[config.mk]
export PLATFORM = sky130hd
export DESIGN_NAME = seg_char_buffer
export DESIGN_NICKNAME = d
export VERILOG_FILES = /design/src/rtl/seg_char_buffer.sv
export SDC_FILE = /design/constraint.sdc
export NUM_CORES = 1
export LEC_CHECK = 0
export BUFFER_PORTS_ARGS = -buffer_cell sky130_fd_sc_hd__buf_2
export CELL_PAD_IN_SITES_DETAIL_PLACEMENT = 1
export CELL_PAD_IN_SITES_GLOBAL_PLACEMENT = 1
export CORE_AREA = 5 5 129 131
export CTS_CLUSTER_DIAMETER = 200
export DETAILED_ROUTE_END_ITERATION = 12
export DIE_AREA = 0 0 134 136
export GPL_ROUTABILITY_DRIVEN = 0
export HOLD_SLACK_MARGIN = 0.05
export PLACE_DENSITY_LB_ADDON = 0.05
export SLEW_MARGIN = 20
export SYNTH_ARGS = -nofsm -noshare
export SYNTH_HDL_FRONTEND = slang
export SYNTH_SLANG_ARGS = --single-unit
[constraint.sdc]
create_clock -name clk -period 3.22 [get_ports clk]
set_input_delay 0.161 -clock clk [delete_from_list [all_inputs] [get_ports clk]]
set_output_delay 0.161 -clock clk [all_outputs]
set_load 0.02 [all_outputs]
[src/rtl/seg_char_buffer.sv]
// 7-segment character buffer: push/backspace/clear with delayed commit and reject/scroll full policy.
// Optional blinking cursor on the next free slot's dp bit when SEG_CURSOR_EN is defined.
module seg_char_buffer #(
    parameter int DIGITS       = 8,
    parameter int COMMIT_DELAY = 1000000,
    parameter int SCROLL_MODE  = 0,
    parameter int BLINK_DIV    = 25000000
) (
    input  logic                          clk,
    input  logic                          rst,
    input  logic                          push_btn,
    input  logic                          bs_btn,
    input  logic                          clr,
    input  logic [4:0]                    code,
    output logic [DIGITS*8-1:0]           seg_out,
    output logic [$clog2(DIGITS+1)-1:0]   count,
    output logic                          full,
    output logic                          empty,
    output logic                          busy
);

    localparam int W  = DIGITS * 8;
    localparam int CW = $clog2(DIGITS + 1);
    localparam int DW = $clog2(COMMIT_DELAY + 1);

    typedef enum logic {IDLE, WAIT} state_t;

    state_t          state_reg, state_next;
    logic [DW-1:0]   dly_reg, dly_next;
    logic [W-1:0]    buf_reg, buf_next;
    logic [CW-1:0]   count_reg, count_next;
    logic            push_q_reg, bs_q_reg;
    logic            push_pe, bs_pe, commit;

    function automatic logic [7:0] enc(input logic [4:0] c);
        logic [7:0] s;
        case (c)
            5'h00: s = 8'hC0;  5'h01: s = 8'hF9;  5'h02: s = 8'hA4;  5'h03: s = 8'hB0;
            5'h04: s = 8'h99;  5'h05: s = 8'h92;  5'h06: s = 8'h82;  5'h07: s = 8'hF8;
            5'h08: s = 8'h80;  5'h09: s = 8'h90;  5'h0A: s = 8'h88;  5'h0B: s = 8'h83;
            5'h0C: s = 8'hC6;  5'h0D: s = 8'hA1;  5'h0E: s = 8'h86;  5'h0F: s = 8'h8E;
            5'h10: s = 8'hBF;
            default: s = 8'hFF;
        endcase
        return s;
    endfunction

    assign push_pe = push_btn & ~push_q_reg;
    assign bs_pe   = bs_btn & ~bs_q_reg;
    assign full    = (count_reg == CW'(DIGITS));
    assign empty   = (count_reg == '0);
    assign busy    = (state_reg == WAIT);
    assign count   = count_reg;

    always_comb begin
        state_next = state_reg;
        dly_next   = dly_reg;
        buf_next   = buf_reg;
        count_next = count_reg;
        commit     = 1'b0;
        if (clr) begin
            state_next = IDLE;
            dly_next   = '0;
            buf_next   = '1;
            count_next = '0;
        end else begin
            case (state_reg)
                IDLE: begin
                    if (push_pe && (!full || SCROLL_MODE != 0)) begin
                        state_next = WAIT;
                        dly_next   = '0;
                    end
                end
                WAIT: begin
                    if (dly_reg == DW'(COMMIT_DELAY - 1)) begin
                        commit     = 1'b1;
                        state_next = IDLE;
                        dly_next   = '0;
                    end else begin
                        dly_next = dly_reg + DW'(1);
                    end
                end
                default: state_next = IDLE;
            endcase
            // A backspace landing on the commit edge is dropped.
            if (commit) begin
                buf_next = {buf_reg[W-9:0], enc(code)};
                if (!full)
                    count_next = count_reg + CW'(1);
            end else if (bs_pe && !empty) begin
                buf_next   = {8'hFF, buf_reg[W-1:8]};
                count_next = count_reg - CW'(1);
            end
        end
    end

    always_ff @(posedge clk) begin
        if (!rst) begin
            state_reg  <= IDLE;
            dly_reg    <= '0;
            buf_reg    <= '1;
            count_reg  <= '0;
            // Edge registers follow the buttons during reset so a held button
            // produces no pulse until it is released and pressed again.
            push_q_reg <= push_btn;
            bs_q_reg   <= bs_btn;
        end else begin
            state_reg  <= state_next;
            dly_reg    <= dly_next;
            buf_reg    <= buf_next;
            count_reg  <= count_next;
            push_q_reg <= push_btn;
            bs_q_reg   <= bs_btn;
        end
    end

`ifdef SEG_CURSOR_EN
    localparam int BW = $clog2(BLINK_DIV + 1);
    logic [BW-1:0] blink_reg;
    logic          flag_reg;

    always_ff @(posedge clk) begin
        if (!rst || clr) begin
            blink_reg <= '0;
            flag_reg  <= 1'b0;
        end else if (blink_reg == BW'(BLINK_DIV - 1)) begin
            blink_reg <= '0;
            flag_reg  <= ~flag_reg;
        end else begin
            blink_reg <= blink_reg + BW'(1);
        end
    end

    generate
        for (genvar gi = 0; gi < DIGITS; gi++) begin : g_cursor
            assign seg_out[gi*8+7]    = buf_reg[gi*8+7] &
                                        ~(flag_reg && !full && count_reg == CW'(gi));
            assign seg_out[gi*8+6 -: 7] = buf_reg[gi*8+6 -: 7];
        end
    endgenerate
`else
    assign seg_out = buf_reg;
`endif

endmodule

# ---- Word level (Yosys, flattened, before mapping)
# Memories as Yosys holds them, arrays and structs flattened.
# Index checks and enable logic that the tools add are counted.
dict set report totals {
  reg_bits 91
  mem_bits_ro 224
  inputBits 10
  n_memories 1
}
dict set report op_classes {
  n_addsub 3
  n_reduce_logical 8
  mux 14
  bitwise_logic 6
  n_eq_ne 4
}
# memory words word_bits rd rd_ports_with_merged_regs wr line
set memory_table {}
lappend memory_table {{(name not given)} 32 7 1 0 0 37} ;# case (c)
# op n
set ops {}
lappend ops {{64-bit two-way mux} 2}
lappend ops {{20-bit two-way mux} 2}
lappend ops {{20-bit case mux with 2 select lines} 1}
lappend ops {{20-bit by 1-bit adder with 20-bit output, second input constant} 1}
lappend ops {{20-bit == test, second input constant} 1}
lappend ops {{4-bit two-way mux} 3}
lappend ops {{1-bit two-way mux} 5}
lappend ops {{4-bit by 1-bit adder with 4-bit output, second input constant} 1}
lappend ops {{4-bit == test, second input constant} 1}
lappend ops {{4-bit zero test} 1}
lappend ops {{2-bit inequality test, second input constant} 2}
lappend ops {{1-bit NOT} 4}
lappend ops {{4-bit by 1-bit subtractor with 4-bit output, second input constant} 1}
lappend ops {{1-bit AND} 2}
lappend ops {{1-bit logical AND} 2}
lappend ops {{1-bit zero test} 2}
lappend ops {{1-bit case mux with 2 select lines} 1}
lappend ops {{2-bit AND reduction} 1}
lappend ops {{2-bit nonzero test} 1}
lappend ops {{2-bit OR reduction} 1}

# ---- Longest topological paths before layout
dict set report depth {
  word_depth 6
  mapped_depth 13
  mapped_depth_nobuf 11
}

# ---- Worst setup path before layout
# OpenSTA, ideal clock, no wires.
dict set report synth_path {
  kind {register to register}
  from {register dly_reg[0]}
  to {register count_reg[2] (netlist: count[2])}
  setup_ns 0.132
  setup_slack_ns 0.725
  path_buffers 2
  stages_incl_launch_ff 14
  arrival_ns 2.363
  path_cell_list {dfxtp_1 -> ha_1 -> nand4_1 -> nor3b_2 -> nand3_1 -> buf_2 -> buf_1 -> xor2_1 -> ha_1 -> nor2_1 -> xnor2_1 -> mux2_2 -> nand2_1 -> a21oi_1}
}
dict set report synth_between {
  elab_chain_len 6
  elab_cells_between_ends 8
  classes_between {2 x eq/ne; 4 x mux; 2 x reduce/logical}
}
# element line
set synth_rtl {}
lappend synth_rtl {{from (decl)} 29} ;# logic [DW-1:0] dly_reg, dly_next;
lappend synth_rtl {{from (signal assigned)} 109} ;# dly_reg <= dly_next;
lappend synth_rtl {{20-bit == test (*)} 75} ;# if (dly_reg == DW'(COMMIT_DELAY - 1)) begin
lappend synth_rtl {{1-bit two-way mux (*)} 75}
lappend synth_rtl {{1-bit two-way mux (*)} 67} ;# case (state_reg)
lappend synth_rtl {{1-bit two-way mux (*)} 61} ;# if (clr) begin
lappend synth_rtl {{2-bit inequality test (no line) or 2-bit nonzero test (tied branches)} -}
lappend synth_rtl {{2-bit AND reduction (no line)} -}
lappend synth_rtl {{to (signal assigned)} 111} ;# count_reg <= count_next;
lappend synth_rtl {{to (decl)} 31} ;# logic [CW-1:0] count_reg, count_next;
# Every way passes the cells marked *; elsewhere a longest branch is shown, timed or not. The select of a mux whose other input is x is not followed.
# A chain may end at the register's enable or synchronous reset.

# ---- Worst setup path after layout
dict set report layout_path {
  from {register dly_reg[0]}
  to {register buf_reg[2] (netlist: seg_out[2])}
}
dict set report layout_between {
  elab_chain_len 5
  elab_cells_between_ends 6
  classes_between {1 x eq/ne; 4 x mux; 1 x reduce/logical}
}
# element line
set layout_rtl {}
lappend layout_rtl {{20-bit == test (*)} 75}
lappend layout_rtl {{1-bit two-way mux (*)} 75}
lappend layout_rtl {{1-bit two-way mux (*)} 67}
lappend layout_rtl {{1-bit two-way mux (*)} 61}
lappend layout_rtl {{64-bit two-way mux or 2-bit nonzero test (tied branches)} -}
lappend layout_rtl {{to (signal assigned)} 110} ;# buf_reg <= buf_next;
lappend layout_rtl {{to (decl)} 30} ;# logic [W-1:0] buf_reg, buf_next;
# Marks and branches as above.

==> impl_metrics.ini <==
[power]
share_seq_of_total_power_pct = 49.0
p_switching_mw = 0.528
clkPwrFrac_pct = 47.7
power.density_cell_area_nw_per_um2 = 419
total_power_mw = 2.31
internal_power_mw = 1.78
power.switching_fraction_pct = 22.9
power.leakage_nw = 2.42
ir_drop_uv = 247
power.combinational.fraction_pct = 3.3

[yosys]
postSynthAreaPerCell_um2 = 7.55
ffs_w_async_s_r_synth_pct = 0
synth.cell_area_um2 = 4660
synth.area.top_cells = sky130_fd_sc_hd__dfxtp_1 39%, sky130_fd_sc_hd__nand2_1 11%, sky130_fd_sc_hd__and3_1 8.4%, sky130_fd_sc_hd__o21ai_0 7.6%, sky130_fd_sc_hd__nor2_1 5.4%
synthFlopType = sky130_fd_sc_hd__dfxtp_1
yosys_warnings = 0
synth_top_area_share_pct = 39.1
synthDominantAreaCellType = sky130_fd_sc_hd__dfxtp_1
syn_inst_count = 618
ys_top_cells_by_count = 131 x sky130_fd_sc_hd__nand2_1, 91 x sky130_fd_sc_hd__dfxtp_1, 71 x sky130_fd_sc_hd__o21ai_0
nets_in_the_synthesized_netlist = 637
fraction_of_the_yosys_area_taken_by_sequential_cells_pct = 39.1
synth_edf_count = 0
synth.most_common_cell = sky130_fd_sc_hd__nand2_1
synth.distinct_cells = 53
ys_ff_latch = 91

[die]
die_width_um = 134
start_util_pct = 30.1
core_area_um2 = 15500
design.die.area_um2 = 18200
fp-row-count = 46
height_of_the_die_um = 136
io_pins = 81

[hold_path]
hold_depth = 3
hold_end = seg_out[63]
min-delay-path-class = input port to register
hold_start = clr

[drt]
vias = 4568
drc = 0
drt_iter0_drc = 194
detailedRoute.firstPassIterationCount = 4
wirelength_um = 14800
detail-route-antenna-nets = 0
route.detailed.vias_per_inst = 5.25
routed_wl_per_cell_um = 17.0

[grt]
grt_first_pass_wirelength_um = 24300
antenna_violations_before_repair = 0
grt_busiest_layer = met2
maximum_number_of_pins_on_one_net_before_global_route_repair = 128
groute.usage.overall_pct = 16.4
globalRouteMet1Util_pct = 21.4
met2_track_demand_over_resource_in_global_routing_pct = 27.7
number_of_global_route_vias_before_repair = 4573
grt_remaining_overflow = 0
grt_util_met3_pct = 2.41

[critical_path]
r2r_end = seg_out[2]
critPathTopFamily = simple AND/OR/NAND/NOR gates
crit_chain = ha_1, nand4_1, nor3b_2, nand3_4, buf_12, a2111oi_0, o21ai_0
timing.critical_path.buf_inv = 1
reg2reg_slack_ns = 0.74
r2r-start = dly_reg[0]
cell_type_of_the_slowest_stage_on_the_worst_timing_path = sky130_fd_sc_hd__a2111oi_0
launch_point_of_the_critical_path = dly_reg[0]
critical_path_launch_point_type = register
path_class = register to register
critical_path_end_type = register
path_max_fanout = 127
worstPathRequired_ns = 3.42
cp.depth = 7
critPathArrivalTime_ns = 2.68
timing.critical_path.slowest_cell_delay_ns = 0.49
rr_worst_depth = 7

[finish]
antennaDiodeCount = 0
synthesis_to_layout_area_growth_pct = 17.9
post-route-util_pct = 35.5
largest_register_ff_count = 64
fillCellCount = 1905
drive_gt1_share_pct = 17.8
fin_area_um2 = 5500
post_layout_nonfiller_instances = 870
fin_nets = 692

[status]
status = complete, no violations

[placement]
placed_area_um2 = 5170
dp_hpwl_um = 10200
dp.cells = 852
preCtsSetupSlack_ns = 0.760
place.port_buffers = 80

[cts]
ctsResizeCount = 0
clkSinkCount = 91
max_clock_buf_depth = 2
clock_tree_from_tritoncts = done
clock_insertion_delay_worst_skew_ns = 0.35
ctsHtreeMaxLevel = 3
clkSlewWorstSetupHoldPaths_ns = 0.07
clk_root_buffer_cell = sky130_fd_sc_hd__clkbuf_16
cts-buffers-inserted = 9

[timing]
timing.fmax_mhz = 403
setup_violations = 0
fin_skew_ns = 0.00999
min_period_ns = 2.48
fin_ws_ns = 0.738
worst_case_headroom_to_the_max_slew_limit_pct = 48.0
slew_viol_final = 0
period_share_pct = 77.1
timing.setup.tns_ns = 0
hold_violations = 0
timing_worst_slew_pin_value_ns = 0.778
hold-worst-slack_ns = 0.112
grt_setup_unrepaired = false

[run]
max_cap_violations = 0
## cell usage in the layout, fill, tap and decap left out, types with 2 or more instances in the layout
cell                              n
sky130_fd_sc_hd__a2111oi_0        4
sky130_fd_sc_hd__a21o_1           2
sky130_fd_sc_hd__a21oi_1         12
sky130_fd_sc_hd__a31oi_1         10
sky130_fd_sc_hd__a41oi_1          2
sky130_fd_sc_hd__and2_1           2
sky130_fd_sc_hd__and3_1          63
sky130_fd_sc_hd__and4_1           4
sky130_fd_sc_hd__buf_2           80
sky130_fd_sc_hd__buf_4            7
sky130_fd_sc_hd__clkbuf_16        9
sky130_fd_sc_hd__clkinv_2         2
sky130_fd_sc_hd__clkinvlp_4       2
sky130_fd_sc_hd__dfxtp_1         91
sky130_fd_sc_hd__dlygate4sd3_1    2
sky130_fd_sc_hd__ha_1             9
sky130_fd_sc_hd__inv_1            8
sky130_fd_sc_hd__mux2_2           3
sky130_fd_sc_hd__mux2i_1          4
sky130_fd_sc_hd__nand2_1        131
sky130_fd_sc_hd__nand2b_1         2
sky130_fd_sc_hd__nand3_1         18
sky130_fd_sc_hd__nand3b_1         3
sky130_fd_sc_hd__nand4_1          9
sky130_fd_sc_hd__nor2_1          67
sky130_fd_sc_hd__nor2b_1          2
sky130_fd_sc_hd__nor3_1          14
sky130_fd_sc_hd__nor4_1           2
sky130_fd_sc_hd__nor4b_1          2
sky130_fd_sc_hd__o211ai_1         3
sky130_fd_sc_hd__o21ai_0         71
sky130_fd_sc_hd__o31ai_1          2
sky130_fd_sc_hd__or3_1            3
sky130_fd_sc_hd__or4b_1           3
sky130_fd_sc_hd__xnor2_1          2
sky130_fd_sc_hd__xor2_1           2
## cell type report
cell class / count / area (um^2) / share of cell area (%)
clock buffers: 10 / 239 / 4.35
repair buffers: 90 / 493 / 8.97
flip-flops and latches: 91 / 1820 / 33.1
inverters: 8 / 30.0 / 0.546
well taps: 192 / 240 / 4.37
clock inverters: 6 / 63.8 / 1.16
multi-input cells: 473 / 2610 / 47.5
## power groups by stage
stage | logic, mW | clock network, mW | registers (mW)
final | 0.0762 | 1.10 | 1.13
after global routing | 0.0844 | 1.17 | 1.13
after CTS | 0.0776 | 1.15 | 1.13
after detailed placement | 0.0756 | 0 | 1.16
after global placement | 0.0738 | 0 | 1.16
after floorplan | 0.0479 | 0 | 1.15
## how the worst max path moves through the flow
stage | end | slack, ns
after global routing | seg_out[2] | 0.46
after floorplan | count[2] | 0.72
final | seg_out[2] | 0.74
after detailed placement | count[2] | 0.76
after global placement | count[3] | 0.82
after CTS | count[2] | 0.73
## routing by layer
metal	vias up	part of all wire (%)
met3	13	2.3
met5	-	0
met4	0	1.6
li1	2262	-
met2	59	47
met1	2234	49
## timing repair
| item | 4_1_cts | 5_1_grt |
|---|---|---|
| hold buffers | 2 | 0 |
| buffers inserted | 0 | 0 |
| hold endpoints to repair | 2 | 0 |
## worst reg2reg max path, stage by stage (launching register included)
cell and delay, ns:
sky130_fd_sc_hd__dfxtp_1 0.40, sky130_fd_sc_hd__ha_1 0.24, sky130_fd_sc_hd__nand4_1 0.16, sky130_fd_sc_hd__nor3b_2 0.42
sky130_fd_sc_hd__nand3_4 0.14, sky130_fd_sc_hd__buf_12 0.23, sky130_fd_sc_hd__a2111oi_0 0.61, sky130_fd_sc_hd__o21ai_0 0.13
## logic make-up after synthesis
kind of cell / Yosys count / synth area share (%)
adders and majority gates: 9 / 2.41
muxes: 8 / 2.07
and+or+nand+nor: 337 / 35.1
AOI/OAI and AO/OA: 115 / 14.8
xor gates and xnor gates: 4 / 0.751
buffers and inverters: 54 / 5.79
DFF: 91 / 39.1
Power figures use the tool's default switching activity.
